--- config.mk ---
export PLATFORM = sky130hd
export DESIGN_NAME = mask_scan_pipe
export DESIGN_NICKNAME = d
export VERILOG_FILES = /design/src/rtl/mask_scan_pkg.sv /design/src/rtl/mask_scan_group.sv /design/src/rtl/mask_scan_pipe.sv
export SDC_FILE = /design/constraint.sdc
export NUM_CORES = 1
export LEC_CHECK = 0
export ABC_CLOCK_PERIOD_IN_PS = 5180
export CORE_MARGIN = 4
export CORE_UTILIZATION = 40
export CTS_CLUSTER_SIZE = 28
export DETAILED_ROUTE_END_ITERATION = 7
export PLACE_DENSITY = 0.74
export RECOVER_POWER = 100
export SKIP_LAST_GASP = 1
export SLEW_MARGIN = 20
export SYNTH_ARGS = -nofsm -noshare
export SYNTH_HDL_FRONTEND = slang
export SYNTH_SLANG_ARGS = --single-unit
--- constraint.sdc ---
create_clock -name clk -period 5.18 [get_ports clk]
set_input_delay 1.554 -clock clk [delete_from_list [all_inputs] [get_ports clk]]
set_output_delay 1.554 -clock clk [all_outputs]
set_load 0.02 [all_outputs]
--- src/rtl/mask_scan_pkg.sv ---
// mask_scan_pkg
// Shared constants and helpers for the mask scan pipeline.
//   GROUP      : lanes handled by one mask_scan_group slice
//   GCW / GFW  : width of a group-local count (0..8) and a group-local lane index (0..7)
//   cwidth()   : count width needed to hold 0..width
//   prefix_lsb(): lsb of lane i's field inside a packed prefix vector
package mask_scan_pkg;

    localparam int GROUP = 8;
    localparam int GCW   = 4;
    localparam int GFW   = 3;

    function automatic int cwidth(input int width);
        return $clog2(width) + 1;
    endfunction

    function automatic int prefix_lsb(input int lane, input int cw);
        return lane * cw;
    endfunction

endpackage

--- src/rtl/mask_scan_group.sv ---
// mask_scan_group
// Purely combinational scan of one 8-lane slice of a thread mask.
// Ports:
//   lanes : 8 lane bits, bit i = lane i of this group
//   cnt   : number of set lanes (0..8)
//   pre   : 8 packed 3-bit fields, field i = set lanes among 0..i-1 of this group
//   ffs   : index of the lowest set lane, 0 when the group is empty
//   empty : no lane set
module mask_scan_group
    import mask_scan_pkg::*;
(
    input  logic [GROUP-1:0]     lanes,
    output logic [GCW-1:0]       cnt,
    output logic [GROUP*GFW-1:0] pre,
    output logic [GFW-1:0]       ffs,
    output logic                 empty
);

    logic [GCW-1:0] acc;
    logic           found;

    // An exclusive prefix never exceeds 7 inside a group, so only the low
    // three bits of the running count are stored per field.
    always_comb begin
        acc   = '0;
        found = 1'b0;
        pre   = '0;
        ffs   = '0;
        for (int i = 0; i < GROUP; i++) begin
            pre[i*GFW +: GFW] = acc[GFW-1:0];
            if (lanes[i] && !found) begin
                ffs   = GFW'(i);
                found = 1'b1;
            end
            acc = acc + GCW'(lanes[i]);
        end
        cnt   = acc;
        empty = !found;
    end

endmodule

--- src/rtl/mask_scan_pipe.sv ---
// mask_scan_pipe
// Elastic, back-pressurable scan of per-warp thread masks: popcount, any-active,
// lowest set lane and per-lane exclusive prefix count, with a sideband tag.
// Ports:
//   clk, rst_n            : clock, asynchronous active-low reset
//   in_valid/in_ready     : input handshake
//   in_mask, in_zeros     : lane mask; in_zeros scans ~in_mask instead
//   in_tag                : sideband carried with the beat
//   out_valid/out_ready   : output handshake, outputs hold while stalled
//   out_pcnt, out_any     : set-lane count and count != 0
//   out_ffs               : lowest set lane, 0 when none
//   out_prefix            : field i (bits [i*CWIDTH +: CWIDTH]) = set lanes 0..i-1
//   out_tag               : tag of this result
// STAGES=1 registers the full combinational result once; STAGES=2 registers the
// group-local results first and merges the groups in the second stage.
module mask_scan_pipe
    import mask_scan_pkg::*;
#(
    parameter int WIDTH  = 32,
    parameter int CWIDTH = cwidth(WIDTH),
    parameter int STAGES = 2,
    parameter int TAG_W  = 8
) (
    input  logic                     clk,
    input  logic                     rst_n,
    input  logic                     in_valid,
    output logic                     in_ready,
    input  logic [WIDTH-1:0]         in_mask,
    input  logic                     in_zeros,
    input  logic [TAG_W-1:0]         in_tag,
    output logic                     out_valid,
    input  logic                     out_ready,
    output logic [CWIDTH-1:0]        out_pcnt,
    output logic                     out_any,
    output logic [CWIDTH-2:0]        out_ffs,
    output logic [WIDTH*CWIDTH-1:0]  out_prefix,
    output logic [TAG_W-1:0]         out_tag
);

    localparam int NG = WIDTH / GROUP;
    localparam int FW = CWIDTH - 1;

    logic [WIDTH-1:0]       scan_mask;
    logic [GCW-1:0]         g_cnt   [NG];
    logic [GROUP*GFW-1:0]   g_pre   [NG];
    logic [GFW-1:0]         g_ffs   [NG];
    logic [NG-1:0]          g_empty;

    logic [GCW-1:0]         c_cnt   [NG];
    logic [GROUP*GFW-1:0]   c_pre   [NG];
    logic [GFW-1:0]         c_ffs   [NG];
    logic [NG-1:0]          c_empty;
    logic                   feed_valid;
    logic [TAG_W-1:0]       feed_tag;

    logic                   take_out;
    logic [CWIDTH-1:0]      r_pcnt;
    logic [FW-1:0]          r_ffs;
    logic [WIDTH*CWIDTH-1:0] r_prefix;
    logic [CWIDTH-1:0]      acc;
    logic                   found;

    assign scan_mask = in_zeros ? ~in_mask : in_mask;

    for (genvar gi = 0; gi < NG; gi++) begin : g_group
        mask_scan_group u_group (
            .lanes (scan_mask[gi*GROUP +: GROUP]),
            .cnt   (g_cnt[gi]),
            .pre   (g_pre[gi]),
            .ffs   (g_ffs[gi]),
            .empty (g_empty[gi])
        );
    end

    // The output register can take a new result when it is empty or is
    // being consumed this cycle.
    assign take_out = !out_valid || out_ready;

    if (STAGES == 2) begin : g_two_stage
        logic                 s0_v;
        logic [GCW-1:0]       s0_cnt   [NG];
        logic [GROUP*GFW-1:0] s0_pre   [NG];
        logic [GFW-1:0]       s0_ffs   [NG];
        logic [NG-1:0]        s0_empty;
        logic [TAG_W-1:0]     s0_tag;

        assign in_ready   = !s0_v || take_out;
        assign feed_valid = s0_v;
        assign feed_tag   = s0_tag;
        assign c_cnt      = s0_cnt;
        assign c_pre      = s0_pre;
        assign c_ffs      = s0_ffs;
        assign c_empty    = s0_empty;

        always_ff @(posedge clk or negedge rst_n) begin
            if (!rst_n) begin
                s0_v     <= 1'b0;
                s0_empty <= '0;
                s0_tag   <= '0;
                for (int g = 0; g < NG; g++) begin
                    s0_cnt[g] <= '0;
                    s0_pre[g] <= '0;
                    s0_ffs[g] <= '0;
                end
            end else if (in_ready) begin
                s0_v <= in_valid;
                if (in_valid) begin
                    s0_empty <= g_empty;
                    s0_tag   <= in_tag;
                    for (int g = 0; g < NG; g++) begin
                        s0_cnt[g] <= g_cnt[g];
                        s0_pre[g] <= g_pre[g];
                        s0_ffs[g] <= g_ffs[g];
                    end
                end
            end
        end
    end else begin : g_one_stage
        assign in_ready   = take_out;
        assign feed_valid = in_valid;
        assign feed_tag   = in_tag;
        assign c_cnt      = g_cnt;
        assign c_pre      = g_pre;
        assign c_ffs      = g_ffs;
        assign c_empty    = g_empty;
    end

    // Merge groups: each group's local prefixes are offset by the total of
    // all lower groups, and ffs comes from the lowest non-empty group.
    always_comb begin
        acc      = '0;
        found    = 1'b0;
        r_ffs    = '0;
        r_prefix = '0;
        for (int g = 0; g < NG; g++) begin
            for (int j = 0; j < GROUP; j++) begin
                r_prefix[prefix_lsb(g*GROUP + j, CWIDTH) +: CWIDTH] =
                    acc + CWIDTH'(c_pre[g][j*GFW +: GFW]);
            end
            if (!found && !c_empty[g]) begin
                r_ffs = FW'(g*GROUP) + FW'(c_ffs[g]);
                found = 1'b1;
            end
            acc = acc + CWIDTH'(c_cnt[g]);
        end
        r_pcnt = acc;
    end

    always_ff @(posedge clk or negedge rst_n) begin
        if (!rst_n) begin
            out_valid  <= 1'b0;
            out_pcnt   <= '0;
            out_any    <= 1'b0;
            out_ffs    <= '0;
            out_prefix <= '0;
            out_tag    <= '0;
        end else if (take_out) begin
            out_valid <= feed_valid;
            if (feed_valid) begin
                out_pcnt   <= r_pcnt;
                out_any    <= (r_pcnt != '0);
                out_ffs    <= r_ffs;
                out_prefix <= r_prefix;
                out_tag    <= feed_tag;
            end
        end
    end

endmodule

Word level (Yosys, flattened, before mapping)
Cells that the tools add are included.

cells by class
  add/sub/neg operators = 55
  mux-type cells = 68
  bitwise logic cells = 1
  reduce and logical (&&, ||, !) cells = 75

operators with widths
  cell                 number
  $add 4x1->4          24
  $mux 3               17
  $logic_not 1->1      39
  $mux 1               39
  $add 5x3->6          6
  $add 6x3->6          6
  $mux 32              1
  $not 32->32          1
  $logic_and 1x1->1    31
  $add 4x3->5          6
  $mux 2               8
  $mux 5               3
  $add 1x1->2          4
  $add 5x1->6          1
  $add 5x4->6          1
  $add 6x1->6          1
  $add 6x4->6          1
  $reduce_bool 6->1    1
  $add 4x1->5          1
  $add 4x3->5 const A  1
  $add 4x4->5          1
  $add 4x4->5 const A  1
  $add 5x3->5 const A  1
  $reduce_and 2->1     2
  $logic_or 1x1->1     2

storage, ports and cells
  flip-flop bits (word level) = 299
  bits of input ports = 45
  output and inout bits = 214
  word-level logic and storage cells = 220

Logic depth before layout (Yosys ltp)
Gate-level depths: netlist (run 1).

  word-level depth = 25
  gate-level depth with buffers = 16
  depth with buffers taken out = 15

Modules after synthesis
Synthesis (run 1) repeated with hierarchy kept, for this count alone.

unflattened totals
  cell total of the unflattened synthesis = 1,652
  area total of the unflattened synthesis = 17,574.4 µm²

by module, submodules not included
  module           instances  cells each  area each (µm²)  seq. area each (µm²)
  mask_scan_pipe   1          1,384       15,412.3         7,957.6
  mask_scan_group  4          67          540.5            0.0

Worst setup path after synthesis (run 1)
No wires, ideal clock.

  path type = in2reg
  start point = in in_zeros
  end point = reg g_two_stage.s0_cnt, in the netlist c_cnt[3]
  library setup time = 0.125 ns
  data arrival time = 5.538 ns
  data required time = 5.055 ns
  path slack = -0.483 ns
  stages = 16
  path buffers = 3
  path through = buf_2 -> buf_2 -> buf_2 -> xor2_1 -> inv_1 -> fa_1 -> inv_1 -> ha_1 -> fa_1 -> ha_1 -> ha_1 -> xnor3_1 -> xor2_1 -> nor2_2 -> xnor3_1 -> mux2_2

on the way
  longest elaborated chain between the ends = 8

ends and longest elaborated chain
  element                          RTL line               RTL
  from (decl)                      mask_scan_pipe.sv:29   input logic in_zeros,
  $mux 32 *                        mask_scan_pipe.sv:63   assign scan_mask = in_zeros ? ~in_mask : in_mask;
  $add 1x1->2                      mask_scan_group.sv:35  acc = acc + GCW'(lanes[i]);
  $add 4x1->4 *                    mask_scan_group.sv:35
  via g_group[3].u_group.pre[9]    mask_scan_group.sv:14  output logic [GROUP*GFW-1:0] pre,
  $add 4x1->4 *                    mask_scan_group.sv:35
  via g_group[3].u_group.pre[13]   mask_scan_group.sv:14
  $add 4x1->4 *                    mask_scan_group.sv:35
  via g_group[3].u_group.pre[16]   mask_scan_group.sv:14
  $add 4x1->4 * (3 in a row)       mask_scan_group.sv:35
  to (signal, indexed assignment)  mask_scan_pipe.sv:111  s0_cnt[g] <= g_cnt[g];
  to (decl)                        mask_scan_pipe.sv:81   logic [GCW-1:0] s0_cnt [NG];

Mark *: on every way through the listed nets, which the timed path passes. The rest lies on a longest branch.
A chain may end at the register's enable or synchronous reset.

Worst setup path after layout (run 1)
  start point = in in_mask[0]
  end point = reg g_two_stage.s0_cnt, in the netlist c_cnt[15]

on the way
  longest elaborated chain between the ends = 9

ends and longest elaborated chain
  element                          RTL line               RTL
  from (decl)                      mask_scan_pipe.sv:28   input logic [WIDTH-1:0] in_mask,
  $not 32->32                      mask_scan_pipe.sv:63
  $mux 32 *                        mask_scan_pipe.sv:63
  via g_group[0].u_group.lanes[0]  mask_scan_group.sv:12  input logic [GROUP-1:0] lanes,
  $add 1x1->2 *                    mask_scan_group.sv:35
  $add 4x1->4 *                    mask_scan_group.sv:35
  via g_group[0].u_group.pre[9]    mask_scan_group.sv:14
  $add 4x1->4 *                    mask_scan_group.sv:35
  via g_group[0].u_group.pre[13]   mask_scan_group.sv:14
  $add 4x1->4 *                    mask_scan_group.sv:35
  via g_group[0].u_group.pre[16]   mask_scan_group.sv:14
  $add 4x1->4 *                    mask_scan_group.sv:35
  via g_group[0].u_group.pre[19]   mask_scan_group.sv:14
  $add 4x1->4 * (2 in a row)       mask_scan_group.sv:35

Marked as above.

==> results of run 1 <==
per-layer routing:
| metal | routed length (um) | track usage | up-vias |
|---|---|---|---|
| li1 | - | - | 6019 |
| met1 | 17300 | 0.246 | 5988 |
| met2 | 19900 | 0.333 | 278 |
| met3 | 2490 | 0.0403 | 67 |
| met4 | 898 | 0.0487 | 6 |
| met5 | 39 | 0 | - |
cells in the final DEF, fill, tap and decap left out, types with 7 or more instances in the layout:
master / synthesis / routed
mux2i_1: 7 / 7
clkinv_2: 0 / 7
clkbuf_2: 0 / 7
o311ai_0: 7 / 7
dlygate4sd3_1: 0 / 179
xnor2_1: 57 / 53
nor2b_1: 7 / 7
clkbuf_16: 0 / 31
xor2_1: 50 / 42
nand2_1: 543 / 543
a21o_1: 21 / 21
buf_4: 40 / 61
xor2_2: 0 / 8
conb_1: 1 / 40
ha_1: 128 / 123
nor3_1: 18 / 18
nor2_1: 42 / 42
o21ai_0: 142 / 142
a31oi_1: 8 / 8
nand4_1: 8 / 8
clkbuf_1: 52 / 7
and3_1: 9 / 9
inv_1: 44 / 44
a21oi_1: 45 / 45
clkdlybuf4s50_1: 0 / 37
nand3_1: 20 / 20
fa_1: 29 / 29
dfrtp_1: 286 / 286
final cells by class:
type	instances	area [um2]	area share
inverter	45	169	0.00849
clock inverter	16	196	0.00987
sequential	286	7160	0.360
clock buffer	38	842	0.0423
tap	518	648	0.0326
multi-input combinational	1277	8140	0.409
timing repair buffer	294	2740	0.138
final timing paths:
path,from,cells after the start,endpoint
min in group asynchronous,rst_n,1,out_prefix[100]
min,out_prefix[132],2,out_prefix[132]
min reg2reg,out_prefix[132],2,out_prefix[132]
max reg2reg,c_cnt[12],17,out_pcnt[5]
max in group asynchronous,rst_n,2,c_pre[51]
max,in_mask[0],13,c_cnt[15]
state kept, by name (all words and copies together) (netlist names), 5 cells and up:
register	cells
c_pre	72
out_prefix	152
out_pcnt	6
c_ffs	12
out_tag	8
out_ffs	5
feed_tag	8
c_cnt	16
cell families after synthesis:
| group | synth area share |
|---|---|
| AO/OA/AOI/OAI | 0.104 |
| AND/OR/NAND/NOR | 0.178 |
| flip-flops | 0.453 |
| buffers and inverters | 0.0495 |
| XOR/XNOR | 0.0708 |
| multiplexers | 0.00658 |
| other | 0.000238 |
| adder cells (fa/ha/maj) | 0.138 |
power groups by stage:
stage | sequential [mW] | combinational (mW) | clock, mW
2_1_floorplan | 4.10 | 4.94 | 0
3_3_place_gp | 3.55 | 8.27 | 0
3_5_place_dp | 3.58 | 8.51 | 0
4_1_cts | 3.54 | 8.61 | 2.33
5_1_grt | 3.62 | 9.33 | 2.42
6_report | 3.51 | 8.35 | 2.27
through the flow:
step	instance area (um2)	setup TNS (ps)	utilization	cells	setup WS [ps]
6_report	19900	0	0.513	2474	224
2_1_floorplan	16100	0	-	1724	0.825
4_1_cts	20000	0	0.516	2474	352
3_3_place_gp	19000	-357	0.489	2420	-154
3_5_place_dp	19000	-1180	0.489	2420	-255
5_1_grt	19900	0	0.513	2474	98.1
tightest hold or removal path, cell delays in order, from the launching register on:
cell	delay, ps
dfrtp_1	330
nand2_1	50
nand2_1	50
==> reports/metrics.csv, run 1 <==
metric;value;unit
swShare;0.439;
vdd_drop_max;399;uV
final_nets;2137;
slowest_stage;dlygate4sd3_1;
path_buf_inv;2;
crit_family;adder cells;
synth-seq-cells;286;
p_int;7.92;mW
cp-start-kind;input port;
synthesis.area;15800;um2
crit_chain;dlygate4sd3_1, xnor2_4, inv_1, fa_1, ha_1, fa_1, ha_1, ha_1, ha_2, xor2_2, nor2_1, or3b_2, nand4b_1;
slowest_delay;630;ps
yosysSeqAreaShare;0.453;
grt_pass1_wl;66500;um
r2r_setup_slack;380;ps
first_iter_violations;614;
worstHoldPathType;flip-flop to flip-flop;
vias;12400;
fp.dieH;207;um
antenna_found_initial;3;
fin_worst_skew;8.96;ps
htreeDepth;1;
io_buffer_count;218;
slew_viol_final;315;
min_period_over_period;0.957;
path_class;input port to flip-flop;
core.rowCount;72;
tightestPinTransition;3040;ps
synth_top_area_share;0.453;
cap_violations;4;
violations;capacitance limit, slew limit;
coreArea;38800;um2
clk_latency;560;ps
p_clk_frac;0.161;
power;14.1;mW
yosysWarnings;0;
grt_use_total;0.192;
synthTopCellsByArea;dfrtp_1, nand2_1, ha_1, o21ai_0, fa_1;
synth_ff_type;dfrtp_1;
die_w;207;um
power_frac_comb;0.591;
p_leak;9.85;nW
powerDensity;710;nW/um2
fmax;0.202;GHz
avgRoutedWirePerCell;16.4;um
start_util;0.407;
antenna_left;0;
dpl.hpwl;29800;um
synth_most_common_cell;nand2_1;
async_flop_share;1.00;
synth_cell_types;65;
hold_ws;463;ps
overflow;0;
synth_area_per_cell;9.37;um2
yosys-top-cells-count;nand2_1, dfrtp_1, o21ai_0;
hold_violations;0;
finalCriticalPeriod;4960;ps
place_congestion;0.838;
cts_setup_buffers;0;
synthCells;1685;
synth-edff-count;0;
diodes;0;
grt_max_degree;119;
die_area;42700;um2
cp_common_cell;ha_1;
grt_pass1_vias;12900;
synthToLayoutAreaGrowth;26.0;%
cts_tree;yes;
ios;259;
cts_hold_buf;0;
yosys.area.top_type;dfrtp_1;
post-route-drc-count;0;
switchingPower;6.21;mW
max_slew_margin;-1.03;
setup_viol;0;
pwr-share-seq;0.248;
routed_via_density;5.00;
end_kind;flip-flop;
postCtsResizedCells;0;
worstPathMaxFanout;4;
drive_gt1_frac;0.0838;
status;finished, violations left;
wl;40600;um
cts_root_buffer;clkbuf_16;
required;5670;ps
cts.clk_slew.worst_paths;60;ps
crit_arrival;5440;ps
cts_made_buffers;31;
rsz0062_at_grt;no;
fillerInstances;3511;
cts_buffer_depth;3;
dr.pass1.iters;5;
cts_sinks;286;
No activity file was read; power rests on OpenSTA's default activity.
==> run 2: changes to the inputs <==
--- a/config.mk
+++ b/config.mk
@@ -6,6 +6,7 @@
 export NUM_CORES = 1
 export LEC_CHECK = 0
 export ABC_CLOCK_PERIOD_IN_PS = 5180
+export CAP_MARGIN = 5
 export CORE_MARGIN = 4
 export CORE_UTILIZATION = 40
 export CTS_CLUSTER_SIZE = 28
==> results of run 2 <==
Final layout, timing and power as in run 1 (identical DEF).
==> RTL change 1 (flow settings as in run 2) <==
Register the output `out_pcnt` once more, with the module's reset; this adds one clock of latency there. The other outputs are not delayed to match.
--- a/src/rtl/mask_scan_pipe.sv
+++ b/src/rtl/mask_scan_pipe.sv
@@ -40,4 +40,6 @@
     localparam int NG = WIDTH / GROUP;
     localparam int FW = CWIDTH - 1;
+
+    logic [CWIDTH-1:0] out_pcnt_s0;
 
     logic [WIDTH-1:0]       scan_mask;
@@ -150,5 +152,5 @@
         if (!rst_n) begin
             out_valid  <= 1'b0;
-            out_pcnt   <= '0;
+            out_pcnt_s0 <= '0;
             out_any    <= 1'b0;
             out_ffs    <= '0;
@@ -158,5 +160,5 @@
             out_valid <= feed_valid;
             if (feed_valid) begin
-                out_pcnt   <= r_pcnt;
+                out_pcnt_s0 <= r_pcnt;
                 out_any    <= (r_pcnt != '0);
                 out_ffs    <= r_ffs;
@@ -167,4 +169,12 @@
     end
 
+    always_ff @(posedge clk or negedge rst_n) begin
+        if (!rst_n) begin
+            out_pcnt <= '0;
+        end else begin
+            out_pcnt <= out_pcnt_s0;
+        end
+    end
+
 endmodule
 
Behaviour: not the same (a bounded check fails within 4 cycles, from zero or initial values and one cycle with rst_n low).
==> RTL change 1 against run 2 <==
The flow still finishes with violations (capacitance limit, slew limit); power rose by 2.3%; sequential power rose by 3%; sequential cell count rose by 6; design area rose by 1.1%; largest power group unchanged; sequential share of layout area rose by 0.37 points; setup slack got worse by 0.031 ns; die area rose by 0.93%; core utilization rose by 0.31 points; first-iteration DRC count fell by 25%; non-clock buffer count fell by 4; area after synthesis rose by 0.97%; clock power rose by 8.8%; combinational power barely moved; routed wire length rose by 3.6%.
==> RTL change 1: results (changes against run 2) <==
initial antenna violation count 6 (+3); Detailed Place HPWL 30.6 mm (+3.0%); Leak 9.94 nW (+0.93%); GRT met3 Usage 0.0440 (+0.00367); Filler Cells Inserted 3510 (-0.028%); max_slew headroom -0.840 (+0.190); first-pass GRT wire length 68.9 mm (+3.6%); CP max FO 2 (-2); GR Util met2 0.328 (-0.00470); Critical Path Source in_mask[16]; largest net degree at the start of global routing 118 (-0.84%); status finished with violations; drt total wl 42.0 mm (+3.6%); H-Tree Level Count 2 (+1); DP Area 0.0191 mm^2 (+0.59%); Synth cell types 66 (+1.5%); vias in the first global route 12900 (+0.30%); post-synthesis sequential area ratio 0.458 (+0.00508); Hold Slack 0.379 ns (-0.0846 ns); fin cells 2493 (+0.77%); sequential share of power 0.250 (+0.002); Hold Path End out_pcnt[5]; P_sw 0.00637 W (+2.6%); Final GP Congestion 0.848 (+1.2%); flop-to-flop setup slack 0.51 ns (+0.13 ns); total power 0.0145 W (+2.3%); maxcap violations 4 (unchanged); worst clock skew 0.00806 ns (-0.000899 ns); violated checks capacitance limit, slew limit; share of cells above drive strength 1 0.0766 (-0.00723); CTS Buf Count 35 (+13%); Clock Latency Late Sink 0.53 ns (-0.03 ns); Hold Path Origin out_pcnt_s0[5]; Critical R2R Capture out_any; vias per cell 5.01 (+0.31%); peak supply drop 0.000410 V (+2.6%); drt first-iter violations 459 (-25%); WHS Path Cells 0 (-2); Setup WS pre-CTS -0.323 ns (-0.0677 ns); syn avg cell area 9.39 um^2 (+0.25%); commonest cells in the netlist 544 x nand2_1, 292 x dfrtp_1, 141 x o21ai_0, 128 x ha_1, 57 x xnor2_1; Max Slew Vio Count 280 (-11%); GRT Util Overall 0.194 (+0.00234); Clock group 0.00247 W (+8.8%); synth top area cells dfrtp_1 46%, nand2_1 13%, ha_1 10%; placed cell count 2428 (+0.33%)
RTL change 1: changes by cell type after synthesis, moves of 3 or more:
cell / run 2 / this run
nor2_1: 42 / 46
inv_1: 44 / 47
nand3_1: 20 / 23
nor3_1: 18 / 15
and3_1: 9 / 5
buf_1: 7 / 11
o31a_1: 1 / 5
o31a_2: 5 / 0
dfrtp_1: 286 / 292
nor4_1: 0 / 3
buf_2: 16 / 9
RTL change 1: layer usage:
layer  up-vias  share of wire
met3        78          0.057
met4         6          0.027
met2       260           0.48
met5         -        0.00057
met1      6104           0.43
li1       6043              -
RTL change 1: area by class of cell:
class                           instances  area, um^2  share of cell area
Antenna cell                            4        10.0            0.000498
Clock buffer                           49        1030              0.0513
Clock inverter                         12         124             0.00616
Inverter                               48         180             0.00896
Multi-Input combinational cell       1280        8130               0.404
Sequential cell                       292        7310               0.363
Tap cell                              518         648              0.0322
Timing Repair Buffer                  290        2690               0.134
RTL change 1: worst max-delay path by stage:
| stage | end | slack (ns) | cells past startpoint |
|---|---|---|---|
| CTS | c_cnt[3] | 0.26 | 14 |
| detailed placement | c_cnt[3] | -0.32 | 14 |
| finish | c_cnt[7] | 0.19 | 13 |
| global route | out_ffs[2] | 0.07 | 5 |
| global placement | c_cnt[3] | -0.17 | 14 |
| floorplan | c_cnt[3] | -0.02 | 15 |
RTL change 1: cells by family (layout without fill, tap and decap cells):
family                   Yosys count  after routing  share of synthesized area
AND/OR/NAND/NOR                  685            685                      0.176
flip-flops                       292            292                      0.458
AO/OA/AOI/OAI                    274            274                      0.103
buffers and inverters            164            399                     0.0497
adder cells (fa/ha/maj)          157            157                      0.137
XOR/XNOR                         116            116                     0.0707
multiplexers                       8              8                    0.00526
other                              1             44                   0.000235
==> RTL change 2 (settings of run 2) <==
Without the edit above. The package constant `GROUP` goes from 8 to 4.
--- a/src/rtl/mask_scan_pkg.sv
+++ b/src/rtl/mask_scan_pkg.sv
@@ -7,5 +7,5 @@
 package mask_scan_pkg;
 
-    localparam int GROUP = 8;
+    localparam int GROUP = 4;
     localparam int GCW   = 4;
     localparam int GFW   = 3;
Check against the original RTL: not settled (the Yosys comparison gave no result); the edit may change what the design does.
==> RTL change 2 against run 2 <==
The flow finishes with violations (capacitance limit, slew limit, setup timing); fmax decreased by 16%; routed wire length grew 2.6%; sequential cell count up 16; design area increased by 6.1%; setup slack worse by 0.96 ns; critical path depth up 8; core utilization increased by 2.7 points; final cell count down 1.8%; area after synthesis grew 1.3%; critical endpoint is now out_any; largest cell class unchanged.
Power is left out: the tool's default activity adds up to more than one toggle a clock period on the data nets, which glitch-free logic cannot reach.
==> RTL change 2: results (changes against run 2) <==
Filler Cells Inserted 3439 (-2.1%); Port Buf Inserts 234 (+7.3%); met3 WL 2.14 mm (-14%); Critical R2R Capture out_any; post-synthesis sequential area ratio 0.472 (+0.0191); Detailed Place HPWL 30.0 mm (+1.0%); largest net degree at the start of global routing 93 (-22%); multi-input combinational area share 0.398 (-0.0115); maxcap violations 3 (-1); reg-to-reg critical path startpoint c_cnt[24]; 1st-pass router iterations 4 (-1); met1 Track Usage GR 0.259 (+0.0131); GRT Util Overall 0.190 (-0.00163); GR Util met2 0.309 (-0.0241); met1 WL 18.6 mm (+7.9%); CP max FO 3 (-1); status finished with violations; sequential cell count 302 (+5.6%); vias in the first global route 12500 (-2.6%); DR WL/cell 17.1 um (+4.5%); Final WS setup -0.732 ns (-0.956 ns); reg2reg path depth 21 (+4); max_slew headroom -1.33 (-0.297); violated checks capacitance limit, slew limit, setup timing; share of cells above drive strength 1 0.147 (+0.0633); Final GP Congestion 0.839 (+0.18%); synth top area cells dfrtp_1 47%, ha_1 10%, nand2_1 9.8%; startpoint types flip-flop; number of cells upsized or downsized after cts 20 (+20); Plain + repair buffers 323 (+9.9%); worst clock skew 0.0184 ns (+0.00940 ns); max reg flops 168 (+11%); CP Data Arrival Time 6.32 ns (+0.88 ns); Final setup viols 11 (+11); Max Slew Vio Count 196 (-38%); H-Tree Level Count 2 (+1); CP max stage cell fa_2; drt first-iter violations 521 (-15%); multi-input gate count 1150 (-9.9%); Signal buf overhead 0.146 (+0.00820); Non-clk invs 72 (+60%); Clock Latency Late Sink 0.53 ns (-0.03 ns); Final clock-cell share 0.0542 (+0.00198); Seq area share 0.358 (-0.00169); CP peak stage delay 0.59 ns (-0.04 ns); DR top layer met4; nets@finish 2095 (-2.0%); initial antenna violation count 0 (-3); commonest cells in the netlist 418 x nand2_1, 302 x dfrtp_1, 162 x o21ai_0, 128 x ha_1, 71 x inv_1
==> RTL change 2: cells by family (layout without fill, tap and decap cells) <==
group	count (synthesis)	in the layout	share of synthesized area
AOI/OAI and AO/OA	266	266	0.0943
xor gates and xnor gates	131	131	0.0777
adders and majority gates	165	165	0.146
buffers and inverters	165	458	0.0449
DFF	302	302	0.472
muxes	51	51	0.0358
other	1	25	0.000234
and+or+nand+nor	513	513	0.128
==> RTL change 2: per-stage QoR <==
stage / instance area, um^2 / TNS [ns] / setup slack [ns] / hold slack (ns) / instances
after CTS: 20900 / -2.61 / -0.768 / 0.466 / 2414
after floorplan: 16500 / -1.71 / -0.864 / 0.433 / 1617
after detailed placement: 19600 / -1.78 / -0.802 / 0.452 / 2338
final: 21100 / -2.25 / -0.732 / 0.464 / 2429
after global routing: 21100 / -40.10 / -0.869 / 0.485 / 2428
after global placement: 19600 / -0.965 / -0.582 / 0.441 / 2338
